===== src/rtl/uart_tx_arbiter.sv =====
`default_nettype none
// ============================================================================
// Module   : uart_tx_arbiter
// Purpose  : Round-robin sharing of one UART transmitter among NUM_REQ byte
//            sources. Optional packet lock via macro ARB_PKT_LOCK_EN.
// Revision : 1.0
// ============================================================================
module uart_tx_arbiter #(
    parameter int NUM_REQ = 4,
    parameter int DATA_W  = 8,
    parameter int BUSY_TO = 16,
    localparam int GID_W  = (NUM_REQ > 1) ? $clog2(NUM_REQ) : 1
) (
    input  logic                      clk,
    input  logic                      sys_rst,
    input  logic [NUM_REQ-1:0]        req_valid,
    input  logic [NUM_REQ*DATA_W-1:0] req_data,
    input  logic [NUM_REQ-1:0]        req_last,
    output logic [NUM_REQ-1:0]        req_ready,
    input  logic                      tx_busy,
    output logic                      tx_en,
    output logic [DATA_W-1:0]         tx_data,
    output logic [GID_W-1:0]          grant_id,
    output logic                      arb_busy,
    output logic                      to_err
);

    localparam int               CNT_W    = (BUSY_TO > 1) ? $clog2(BUSY_TO) : 1;
    localparam logic [CNT_W-1:0] CNT_LAST = CNT_W'(BUSY_TO - 1);
    localparam logic [GID_W-1:0] GID_MAX  = GID_W'(NUM_REQ - 1);

    typedef enum logic [1:0] {
        ST_IDLE      = 2'd0,
        ST_ISSUE     = 2'd1,
        ST_WAIT_BUSY = 2'd2,
        ST_WAIT_DONE = 2'd3
    } state_t;

    state_t             state_q, state_d;
    logic [GID_W-1:0]   ptr_q, ptr_d;
    logic [GID_W-1:0]   grant_q, grant_d;
    logic [DATA_W-1:0]  tx_data_q, tx_data_d;
    logic [CNT_W-1:0]   cnt_q, cnt_d;
    logic               tx_en_q, tx_en_d;
    logic               to_err_q, to_err_d;
    logic               arb_busy_q, arb_busy_d;

    logic [NUM_REQ-1:0] cand;
    logic               pick_found;
    logic [GID_W-1:0]   pick_idx;
    logic [GID_W-1:0]   scan_idx;
    logic [GID_W-1:0]   pick_next;
    logic [DATA_W-1:0]  pick_data;
    logic               accept;

`ifdef ARB_PKT_LOCK_EN
    logic               lock_q, lock_d;
    logic [GID_W-1:0]   lock_id_q, lock_id_d;

    // While a packet is open only its owner may be granted.
    assign cand = lock_q ? (req_valid & (NUM_REQ'(1) << lock_id_q)) : req_valid;
`else
    logic unused_last;

    assign cand        = req_valid;
    assign unused_last = ^req_last;
`endif

    // First candidate at or after the round-robin pointer.
    always_comb begin
        pick_found = 1'b0;
        pick_idx   = '0;
        scan_idx   = '0;
        for (int k = 0; k < NUM_REQ; k++) begin
            scan_idx = GID_W'((int'(ptr_q) + k) % NUM_REQ);
            if (!pick_found && cand[scan_idx]) begin
                pick_found = 1'b1;
                pick_idx   = scan_idx;
            end
        end
    end

    always_comb begin
        pick_data = '0;
        for (int i = 0; i < NUM_REQ; i++) begin
            if (pick_idx == GID_W'(i)) begin
                pick_data = req_data[i*DATA_W +: DATA_W];
            end
        end
    end

    assign pick_next = (pick_idx == GID_MAX) ? '0 : pick_idx + 1'b1;
    assign accept    = (state_q == ST_IDLE) && !tx_busy && pick_found;

    // The accept pulse is gated by reset so every output reads 0 while it is held.
    always_comb begin
        req_ready = '0;
        for (int i = 0; i < NUM_REQ; i++) begin
            req_ready[i] = accept && !sys_rst && (pick_idx == GID_W'(i));
        end
    end

    always_comb begin
        state_d   = state_q;
        ptr_d     = ptr_q;
        grant_d   = grant_q;
        tx_data_d = tx_data_q;
        cnt_d     = cnt_q;
        tx_en_d   = 1'b0;
        to_err_d  = 1'b0;
`ifdef ARB_PKT_LOCK_EN
        lock_d    = lock_q;
        lock_id_d = lock_id_q;
`endif
        case (state_q)
            ST_IDLE: begin
                if (accept) begin
                    state_d   = ST_ISSUE;
                    tx_en_d   = 1'b1;
                    tx_data_d = pick_data;
                    grant_d   = pick_idx;
`ifdef ARB_PKT_LOCK_EN
                    if (req_last[pick_idx]) begin
                        lock_d = 1'b0;
                        ptr_d  = pick_next;
                    end else begin
                        lock_d    = 1'b1;
                        lock_id_d = pick_idx;
                    end
`else
                    ptr_d     = pick_next;
`endif
                end
            end
            ST_ISSUE: begin
                state_d = ST_WAIT_BUSY;
                cnt_d   = '0;
            end
            ST_WAIT_BUSY: begin
                if (tx_busy) begin
                    state_d = ST_WAIT_DONE;
                end else if (cnt_q == CNT_LAST) begin
                    state_d  = ST_IDLE;
                    to_err_d = 1'b1;
`ifdef ARB_PKT_LOCK_EN
                    lock_d   = 1'b0;
`endif
                end else begin
                    cnt_d = cnt_q + 1'b1;
                end
            end
            ST_WAIT_DONE: begin
                if (!tx_busy) begin
                    state_d = ST_IDLE;
                end
            end
            default: state_d = ST_IDLE;
        endcase
        arb_busy_d = (state_d != ST_IDLE);
    end

    always_ff @(posedge clk or posedge sys_rst) begin
        if (sys_rst) begin
            state_q    <= ST_IDLE;
            ptr_q      <= '0;
            grant_q    <= '0;
            tx_data_q  <= '0;
            cnt_q      <= '0;
            tx_en_q    <= 1'b0;
            to_err_q   <= 1'b0;
            arb_busy_q <= 1'b0;
`ifdef ARB_PKT_LOCK_EN
            lock_q     <= 1'b0;
            lock_id_q  <= '0;
`endif
        end else begin
            state_q    <= state_d;
            ptr_q      <= ptr_d;
            grant_q    <= grant_d;
            tx_data_q  <= tx_data_d;
            cnt_q      <= cnt_d;
            tx_en_q    <= tx_en_d;
            to_err_q   <= to_err_d;
            arb_busy_q <= arb_busy_d;
`ifdef ARB_PKT_LOCK_EN
            lock_q     <= lock_d;
            lock_id_q  <= lock_id_d;
`endif
        end
    end

    assign tx_en    = tx_en_q;
    assign tx_data  = tx_data_q;
    assign grant_id = grant_q;
    assign arb_busy = arb_busy_q;
    assign to_err   = to_err_q;

endmodule
`default_nettype wire


===== config.mk =====
export PLATFORM = sky130hd
export DESIGN_NAME = uart_tx_arbiter
export DESIGN_NICKNAME = d
export VERILOG_FILES = /design/src/rtl/uart_tx_arbiter.sv
export SDC_FILE = /design/constraint.sdc
export NUM_CORES = 1
export LEC_CHECK = 0
export ABC_AREA = 0
export CORE_UTILIZATION = 38
export DETAILED_ROUTE_END_ITERATION = 8
export HOLD_SLACK_MARGIN = 0.1
export PLACE_DENSITY = 0.86
export REMOVE_ABC_BUFFERS = 1
export SLEW_MARGIN = 15
export SYNTH_ARGS = -nofsm -noshare
export SYNTH_HDL_FRONTEND = slang
export SYNTH_SLANG_ARGS = --single-unit

===== constraint.sdc =====
create_clock -name clk -period 2.1 [get_ports clk]
set_clock_uncertainty 0.05 [all_clocks]
set_input_delay 0.315 -clock clk [delete_from_list [all_inputs] [get_ports clk]]
set_output_delay 0.315 -clock clk [all_outputs]
set_load 0.02 [all_outputs]

=== Word-level counts from Yosys, hierarchy flattened ===
Cells that the tools add are included.
W data, S select, Z words.

* $add $sub $neg: 5
* Magnitude comparators: 4
* Equal/unequal tests: 9
* Mux-type cells: 34
* Reduce and logical (&&, ||, !) cells: 21

{| class="wikitable"
|+ Operator list
! kind !! count
|-
| $mux W8 || 4
|-
| $mux W2 || 9
|-
| $mux W1 || 13
|-
| $lt A2 B3 Y1 const B || 4
|-
| $logic_and A1 B1 Y1 || 10
|-
| $bmux W1 S2 || 4
|-
| $eq A2 B2 Y1 const B || 4
|-
| $mux W4 || 2
|-
| $pmux W2 S4 || 1
|-
| $pmux W4 S2 || 1
|-
| $logic_not A1 Y1 || 5
|-
| $add A2 B1 Y2 const B || 2
|-
| $add A2 B2 Y2 const B || 2
|-
| $add A4 B1 Y4 const B || 1
|-
| $eq A2 B1 Y1 const B || 2
|-
| $eq A4 B4 Y1 const B || 1
|-
| $logic_not A2 Y1 || 2
|-
| $ne A2 B2 Y1 const B || 2
|-
| $reduce_bool A2 Y1 || 2
|-
| $reduce_and A3 Y1 || 1
|-
| $reduce_and A2 Y1 || 1
|}

* Register bits: 21
* Input port bits: 43
* Output and inout port bits: 17
* Word-level logic and storage cells: 81

=== Depth between registers and ports, before layout ===
Gate-level depths: netlist of run 1.

* Depth in word-level cells: 17
* Depth in mapped cells: 9
* Mapped depth without buffers: 7

=== Worst setup path before layout of run 1 ===
OpenSTA, ideal clock, no wires.

* Path kind: input -> output
* From: input req_valid[3]
* To: output req_ready[3]
* Arrival time: 1892 ps
* Slack: -157 ps
* Cell stages on the path: 7
* Buffers on the path: 2
* Path through: and2b_2 o21a_1 nor3_1 ha_1 clkbuf_1 clkbuf_1 and3_2

* Elaborated cells between the ends (all ways): 26

{| class="wikitable"
|+ RTL lines
! element !! line !! RTL
|-
| from (decl) || 16 || <nowiki>input logic [NUM_REQ-1:0] req_valid,</nowiki>
|-
| $bmux W1 S2 || 76 || <nowiki>if (!pick_found && cand[scan_idx]) begin</nowiki>
|-
| $mux W1 (implied by the code) || 76 ||
|-
| $mux W1 || 76 ||
|-
| $logic_not A1 Y1 || 76 ||
|-
| $logic_and A1 B1 Y1 || 76 ||
|-
| $mux W1 || 76 ||
|-
| $logic_not A1 Y1 || 76 ||
|-
| $logic_and A1 B1 Y1 || 76 ||
|-
| $mux W1 || 76 ||
|-
| $logic_not A1 Y1 || 76 ||
|-
| $logic_and A1 B1 Y1 || 76 ||
|-
| $mux W2 (*) || 76 ||
|-
| named net pick_idx[0] || 50 || <nowiki>logic [GID_W-1:0] pick_idx;</nowiki>
|-
| $eq A2 B2 Y1 (*) || 99 || <nowiki>req_ready[i] = accept && !sys_rst && (pick_idx == GID_W'(i));</nowiki>
|-
| $logic_and A1 B1 Y1 (*) || 99 ||
|-
| to (decl) || 19 || <nowiki>output logic [NUM_REQ-1:0] req_ready,</nowiki>
|}

The timed path passes the listed nets; every way through them passes the cells marked *. The select of a mux whose other input is x is not followed.

=== Final worst setup path of run 1 ===
* From: register ptr_q[1]
* To: output req_ready[1]

* Cells in the longest elaborated chain, start to end: 15
* Elaborated cells between the ends (all ways): 29

{| class="wikitable"
|+ RTL lines
! element !! line !! RTL
|-
| from (decl) || 40 || <nowiki>logic [GID_W-1:0] ptr_q, ptr_d;</nowiki>
|-
| from (signal assigned) || 178 || <nowiki>ptr_q <= ptr_d;</nowiki>
|-
| parallel branches: the longest is 14 deep, another holds $add A2 B1 Y2 || -- ||
|-
| $logic_and A1 B1 Y1 (*) || 99 ||
|}

Every way passes the cells marked *. The select of a mux whose other input is x is not followed.

==> impl_metrics.ini, run 1 <==
[status]
violations = negative setup slack
status = finished with violations

[drt]
wl_um = 4105
drtIter0Drc = 80
vias = 1455
vias_per_cell = 5.291
dr.pass1.iters = 4
wire_per_inst_um = 14.93
ant_nets = 0
drc = 0

[finish]
multi_input_area_um2 = 843.3
drive_above_1_share_pct = 28.82
final_nets = 278
fin_area_um2 = 2285
fillers = 260
ff_latch_area_um2 = 525.5
areaGrowthSynthToFinish_pct = 67.06
diodes = 0

[place]
gp_congestion = 0.8325
io_buffer_count = 55
dpl-instance-area_um2 = 2117
dp_hpwl_um = 2820

[clocking]
cts_num_sinks = 21
cts_root_buffer = clkbuf_4
cts-buffers-inserted = 3
clk_latency_ps = 310
clk_pin_slew_ps = 130
cts_tree = yes
cts_max_path_buffers = 2
cts-htree-levels = 1

[die]
die_w_um = 61.99
die-area_um2 = 3843
fp.coreArea_um2 = 3390
rows = 21
boundaryPins = 60
die_h_um = 61.99
initial_core_util_pct = 40.35

[synthesis]
synth_warnings = 0
synth_cells = 149
synth_area_leader_cell = dfrtp_1
synth_seq_area_share_pct = 38.43
syn-cell-area_um2 = 1368
synth_ff_type = dfrtp_1
synth_top_area_share_pct = 38.43
yosys.cell_types.count = 43
ys_ff_latch = 21
synth_area_leaders = dfrtp_1, a21oi_1, a221o_1, ha_1, nand3b_1
synth-async-reset-ratio_pct = 100.0
synth_area_per_cell_um2 = 9.178
synth_edf_count = 0

[min_path]
hold_path_class = in -> async

[setup_path]
critPathLaunchType = flop
worstPathArrival_ps = 1920
crit_path_end_kind = primary output
required_ps = 1740
cp_max_fo = 3
crit_type = reg -> out

[sta]
timing.hold.ws_ps = 400.8
max_freq_mhz = 437.4
period_share_pct = 108.9
worstMarginPinSlew_ps = 438.5
layout_min_cycle_time_ps = 2286
finalSetupViolations = 12
slew-limit-headroom_pct = 70.70
hold_viol_final = 0
finalMaxSlewViolations = 0
rsz0062_at_grt = yes
worst_slack_ps = -186.5

[pwr]
internal_power_mw = 1.495
pwr-share-seq_pct = 27.0
switchingPower_mw = 1.057
p_clk_share_pct = 8.0
peakVddDrop_uv = 526.1
total_power_mw = 2.552
combinationalPowerShare_pct = 65.0
p_leak_nw = 0.9863
p_per_area_nw_per_um2 = 1117
p_sw_share_pct = 41.41

[grt]
antenna_found_initial = 0
grt_max_degree = 17
globalRouteTotalUtil_pct = 22.10
overflow = 0
grt_pass1_vias = 1377
grt_pass1_wl_um = 6285

[job]
cap_violations = 0
[cell usage in the layout, fill, tap and decap left out, types with 2 or more instances in the layout]
cell             instances
clkdlybuf4s50_1         47
buf_4                   29
dfrtp_1                 21
a21oi_1                 17
nand2_1                 13
inv_1                   12
nand3b_1                 8
a221o_1                  8
a31oi_1                  8
buf_6                    5
dlygate4sd2_1            4
nand3_1                  3
a31o_2                   3
o21ai_0                  3
and3_4                   3
ha_4                     3
clkbuf_4                 3
nand2b_1                 2
nor4b_1                  2
and3_1                   2
a21oi_4                  2
o31ai_1                  2
[cells by family (layout without fill, tap and decap cells)]
| group | Yosys count | in the layout | share of synthesized area [%] |
|---|---|---|---|
| and+or+nand+nor | 50 | 50 | 22.69 |
| AOI/OAI and AO/OA | 49 | 49 | 24.25 |
| buffers and inverters | 22 | 102 | 8.233 |
| DFF | 21 | 21 | 38.43 |
| adders and majority gates | 5 | 5 | 4.575 |
| muxes | 2 | 2 | 1.830 |
[path summary, 6_finish.rpt]
path / start / end / slack (ps) / depth (start not counted)
setup / recovery: ptr_q[1] / req_ready[1] / -190 / 7
hold / removal: sys_rst / tx_data[2] / 400 / 3
setup reg to reg: ptr_q[0] / tx_data[7] / -100 / 8
max in group asynchronous: sys_rst / cnt_q[1] / 1350 / 3
min in group clk: cnt_q[3] / cnt_q[3] / 440 / 1
hold reg to reg: cnt_q[3] / cnt_q[3] / 440 / 1
[routing by layer]
metal	wire length, um	GRT usage, %	up-vias
met5	0	0	-
met4	18	4.127	0
met3	260	6.625	5
met2	2147	39.36	48
met1	1678	26.38	691
li1	-	-	711
[through the flow]
step | utilization (%) | setup WS [ps] | setup TNS, ps | std cells
final | 67.40 | -186.5 | -1102 | 275
after global routing | 67.40 | -243.2 | -2122 | 275
after CTS | 65.63 | -140.3 | -690.7 | 274
after detailed placement | 62.46 | -798.7 | -7542 | 268
after global placement | 62.46 | -795.8 | -7229 | 268
after floorplan | - | 29.36 | 0 | 140
[final cells by class]
class                   count  share of cell area (%)
clock inverters             1                  0.2191
clock buffers               3                  0.9858
well taps                  46                   2.519
flip-flops and latches     21                   23.00
inverters                  13                   2.245
repair buffers             85                   34.12
multi-input cells         106                   36.91
[power groups by stage]
stage,sequential [mW],clock [mW],combinational (mW)
CTS,0.687,0.209,1.55
global placement,0.685,0,1.42
detailed placement,0.690,0,1.46
finish,0.690,0.204,1.66
floorplan,0.828,0,0.668
global route,0.715,0.222,1.79
[state kept, by name, indices dropped and copies added (netlist names)]
name,count
ptr_q,2
tx_en,1
arb_busy,1
to_err,1
cnt_q,4
state_q,2
grant_id,2
tx_data,8
[repair_timing]
item,4_1_cts,5_1_grt
resized for setup,43,10
endpoints found under the setup margin,12,12
cloned,0,0
pin swaps,8,2
hold buffers,0,0
setup buffers,2,1
[cells in the mapped netlist, types with 2 or more instances]
library cell  instances
nor2_1                2
nand3_1               3
o31ai_1               2
buf_6                 2
a31oi_1               8
a21oi_1              19
dfrtp_1              21
nor4b_1               2
or3_1                 2
nor3_1                2
inv_1                12
and3_1                2
and3_2                4
ha_1                  5
clkbuf_1              4
o21ai_0               3
a221o_1               8
nand2b_1              2
a31o_2                3
nand3b_1              8
nand2_1              13
[critical path, cell delays in order (launching register included)]
cell and delay (ps):
dfrtp_1 400, nand2_1 110, a311oi_2 320, buf_4 190, or2_4 150, ha_4 140, and3_4 170, buf_6 120
Note: power is estimated with default switching activity, not from simulation.
==> inputs of run 2 (changes only) <==
- REMOVE_ABC_BUFFERS: 1 -> not set
==> run 2 against run 1 <==
Effect of this change:
- the flow still finishes with violations (negative setup slack)
- die area stayed put
- register-to-register slack improved by 70 ps
- cell count is 0.73% lower
- flip-flop and latch count unchanged
- clock power down 7%
- wire length fell by 6.3%
- design area is 2.0% lower
- highest routed layer unchanged
==> impl_metrics.ini, run 2 (synthesis gave the netlist of run 1 again) <==
[status]
status = finished with violations
violations = negative setup slack

[finish]
fillers = 249
diodes = 0
largest_register_ffs = 8
final_nets = 276
fin_area_um2 = 2238
final_common_cell = clkdlybuf4s50_1
drive_above_1_share_pct = 27.31
final_cells = 273
areaGrowthSynthToFinish_pct = 63.68
utilization_pct = 66.04
final_cell_mix = clkdlybuf4s50_1, buf_4, dfrtp_1

[sta]
finalMaxSlewViolations = 0
layout_min_cycle_time_ps = 2248
max_freq_mhz = 444.9
slew-limit-headroom_pct = 69.74
finalSetupViolations = 10
timing.hold.ws_ps = 453.1
finalSetupTns_ps = -644.5
worst_slack_ps = -147.6
period_share_pct = 107.0
hold_viol_final = 0
rsz0062_at_grt = yes
worstMarginPinSlew_ps = 452.9

[pwr]
p_clk_share_pct = 7.7
switchingPower_mw = 1.005
p_per_area_nw_per_um2 = 1102
internal_power_mw = 1.461
p_leak_nw = 0.9687
pwr-share-seq_pct = 28.3
total_power_mw = 2.466
p_sw_share_pct = 40.77
peakVddDrop_uv = 595.5
combinationalPowerShare_pct = 64.0

[setup_path]
cp_slowest_stage_delay_ps = 380
worstPathArrival_ps = 1880
cp_max_fo = 4
crit_slowest_cell = or3_4
crit_type = in -> out
crit_path_end_kind = primary output
required_ps = 1740
path_cells = dlygate4sd2_1 -> nor2b_2 -> o21a_1 -> or3_4 -> ha_4 -> and3_4 -> buf_6
critPathLaunchType = input port

[grt]
grt_pass1_vias = 1293
grt_max_degree = 22
grt_pass1_wl_um = 5947
overflow = 0
antenna_found_initial = 0
globalRouteTotalUtil_pct = 21.07

[die]
boundaryPins = 60
die_h_um = 61.99
fp.coreArea_um2 = 3390
rows = 21
die_w_um = 61.99
initial_core_util_pct = 40.35
die-area_um2 = 3843

[clocking]
cts_hold_buf = 0
clk_latency_ps = 300
clk_pin_slew_ps = 110
cts_num_sinks = 21
cts-buffers-inserted = 3
cts-htree-levels = 1
cts_tree = yes
cts_max_path_buffers = 2
cts_root_buffer = clkbuf_4

[place]
dp_hpwl_um = 2883
dp_cells = 266
dpl-instance-area_um2 = 2108
pre_cts_slack_ps = -791.5
gp_congestion = 0.7888
io_buffer_count = 55

[drt]
vias_per_cell = 5.227
drc = 0
wl_um = 3847
wire_per_inst_um = 14.09
drtIter0Drc = 31
dr.pass1.iters = 4
ant_nets = 0
vias = 1427

[job]
cap_violations = 0

[min_path]
hold_path_class = in -> async

[synthesis]
syn-num-nets = 197
==> run 2: changes by cell type in the layout (fill, tap and decap cells not counted), sizes merged <==
cell	change
buf	-2
==> run 2: per-layer routing <==
| layer | global-route usage [%] | share of wire, % |
|---|---|---|
| met5 | 0 | 0 |
| met4 | 7.302 | 1.1 |
| met3 | 2.899 | 5.0 |
| met2 | 33.59 | 49 |
| met1 | 29.25 | 45 |
==> run 2: timing repair <==
action                                  CTS  global route
pin swaps                                 8             2
endpoints found under the hold margin     0             0
buffers inserted                          1             2
gates resized for setup                  40             4
endpoints found under the setup margin   12            12
==> run 2: area by class of cell <==
class / instances / area [um2] / share of cell area (%)
Sequential cell: 21 / 526.8 / 23.53
Tap cell: 46 / 57.56 / 2.571
Multi-Input combinational cell: 106 / 814.5 / 36.39
Inverter: 13 / 51.30 / 2.292
Clock inverter: 1 / 5.005 / 0.2236
Clock buffer: 3 / 22.52 / 1.006
Timing Repair Buffer: 83 / 760.7 / 33.99
==> run 2: worst paths after layout <==
path,start,to,slack [ps],cells past startpoint
hold reg to reg,cnt_q[3],cnt_q[3],460,1
max in group asynchronous,sys_rst,ptr_q[1],1320,3
setup reg to reg,ptr_q[0],tx_data[5],-30,8
setup / recovery,req_valid[2],req_ready[0],-150,7
hold / removal,sys_rst,tx_data[3],450,3
min in group clk,cnt_q[3],cnt_q[3],460,1
==> run 2: power by group through the flow <==
stage	clock, mW	sequential [mW]	combinational [mW]
2_1_floorplan	0	0.828	0.738
3_5_place_dp	0	0.700	1.45
6_report	0.190	0.698	1.58
4_1_cts	0.196	0.700	1.53
3_3_place_gp	0	0.691	1.40
5_1_grt	0.218	0.723	1.71
==> run 2: critical path: cells and delay by family <==
family	cells	cell delay (ps)
AO/OA/AOI/OAI	1	240
adder cells (fa/ha/maj)	1	180
AND/OR/NAND/NOR	3	730
buffers and inverters	2	410
==> inputs of run 3 (changes only) <==
- CORE_UTILIZATION: 38 -> 45
- CTS_CLUSTER_SIZE: not set -> 16
- PLACE_DENSITY: 0.86 -> 0.95
- clock period: 2.1 -> 2.75 ns (I/O delays scaled with it)
==> run 3 against run 2 <==
Effect of this change:
- the flow finishes with violations (design-rule violations)
- sequential share of layout area up 1.6 points
- via count up 0.21%
- sequential power down 21%
- critical path type unchanged
==> impl_metrics.ini, run 3 (synthesis gave the netlist of run 1 again) <==
[status]
status = finished with violations
violations = design-rule violations

[clocking]
cts_num_sinks = 21
cts-buffers-inserted = 3
cts_root_buffer = clkbuf_4
clk_latency_ps = 300
post_cts_buffers = 0
cts_tree = yes
cts-htree-levels = 1
clk_pin_slew_ps = 120
cts_max_path_buffers = 2

[drt]
ant_nets = 0
drtIter0Drc = 53
wire_per_inst_um = 14.41
dr.pass1.iters = 6
vias = 1430
drc = 2
vias_per_cell = 5.720
wl_um = 3603

[sta]
period_share_pct = 97.73
layout_min_cycle_time_ps = 2688
finalMaxSlewViolations = 0
hold_viol_final = 0
worstMarginPinSlew_ps = 567.1
max_freq_mhz = 372.1
timing.hold.ws_ps = 461.9
slew-limit-headroom_pct = 61.84
finalSetupViolations = 0

[finish]
diodes = 0
utilization_pct = 73.77
final_common_cell = clkdlybuf4s50_1
largest_register_ffs = 8
final_nets = 268
areaGrowthSynthToFinish_pct = 52.61
fillers = 199
final_cell_mix = clkdlybuf4s50_1, dfrtp_1, buf_4
drive_above_1_share_pct = 22.37
multi_input_area_um2 = 754.5
final_cells = 250
ff_latch_area_um2 = 525.5

[die]
die-area_um2 = 3263
die_h_um = 57.13
fp.coreArea_um2 = 2829
die_w_um = 57.13
rows = 19
boundaryPins = 60
initial_core_util_pct = 48.34

[grt]
grt_max_degree = 22
globalRouteTotalUtil_pct = 21.93
grt_pass1_vias = 1328
overflow = 0
grt_pass1_wl_um = 5609
antenna_found_initial = 0

[job]
cap_violations = 0

[setup_path]
path_cells = clkdlybuf4s50_1 -> and2b_2 -> o21a_1 -> or3_4 -> ha_2 -> and3_2 -> buf_2
crit_type = in -> out
worstPathArrival_ps = 2230
crit_slowest_cell = clkdlybuf4s50_1
cp_slowest_stage_delay_ps = 490
crit_path_end_kind = primary output
critPathLaunchType = input port
cp_max_fo = 3
required_ps = 2290

[pwr]
p_leak_nw = 0.9278
peakVddDrop_uv = 391.2
p_per_area_nw_per_um2 = 841.5

[min_path]
hold_path_class = reg -> reg

[synthesis]
syn-num-nets = 197

[place]
dp_hpwl_um = 2864
io_buffer_count = 55
gp_congestion = 0.7757
dp_cells = 246
run 3: changes by cell type in the layout (fill, tap and decap cells not counted), moves of 3 or more:
cell | before | now
buf_6 | 4 | 0
buf_4 | 28 | 20
dlygate4sd2_1 | 4 | 0
clkdlybuf4s50_1 | 47 | 50
run 3: critical path, delay by kind of cell:
family / cells / cell delay [ps]
AND/OR/NAND/NOR: 3 / 770
buffers and inverters: 2 / 640
adder cells (fa/ha/maj): 1 / 210
AO/OA/AOI/OAI: 1 / 190
run 3: where the power goes:
| group | leakage, nW | switching (mW) | internal [mW] |
|---|---|---|---|
| Clock | 0.0177 | 0.0894 | 0.0541 |
| Sequential | 0.253 | 0.114 | 0.440 |
| Combinational | 0.657 | 0.516 | 0.543 |
run 3: what timing repair did:
| item | CTS | global route |
|---|---|---|
| setup endpoints to repair | 4 | 4 |
| gates resized for setup | 14 | 8 |
| hold buffers | 0 | 0 |
run 3: final timing paths:
kind	slack, ps	depth (start not counted)	endpoint	start
setup / recovery	60	7	req_ready[0]	req_valid[3]
hold / removal	460	1	cnt_q[3]	cnt_q[3]
setup reg to reg	470	9	tx_data[2]	ptr_q[1]
hold reg to reg	460	1	cnt_q[3]	cnt_q[3]
max in group asynchronous	1910	3	tx_data[2]	sys_rst
min in group asynchronous	530	3	ptr_q[0]	sys_rst
run 3: area by class of cell:
cell class | instances | share of cell area (%)
Clock buffer | 3 | 1.079
Clock inverter | 1 | 0.2398
Inverter | 13 | 2.458
Multi-Input combinational cell | 106 | 36.15
Sequential cell | 21 | 25.18
Tap cell | 31 | 1.859
Timing Repair Buffer | 75 | 33.03
run 3: metal layers:
| layer | routed length [um] | GRT usage (%) |
|---|---|---|
| met1 | 1448 | 24.82 |
| met2 | 1859 | 41.85 |
| met3 | 194 | 3.175 |
| met4 | 102 | 7.317 |
| met5 | 0 | 0 |
run 3: metrics by stage:
step / setup TNS (ps) / instance area (um2) / power [mW] / setup slack (ps)
6_report: 0 / 2087 / 1.756 / 62.41
5_1_grt: -5.693 / 2087 / 1.865 / -5.693
4_1_cts: 0 / 2069 / 1.734 / 3.461
3_5_place_dp: -1489 / 2046 / 1.587 / -337.4
3_3_place_gp: -1044 / 2046 / 1.547 / -291.1
2_1_floorplan: 0 / 1368 / 1.168 / 297.9
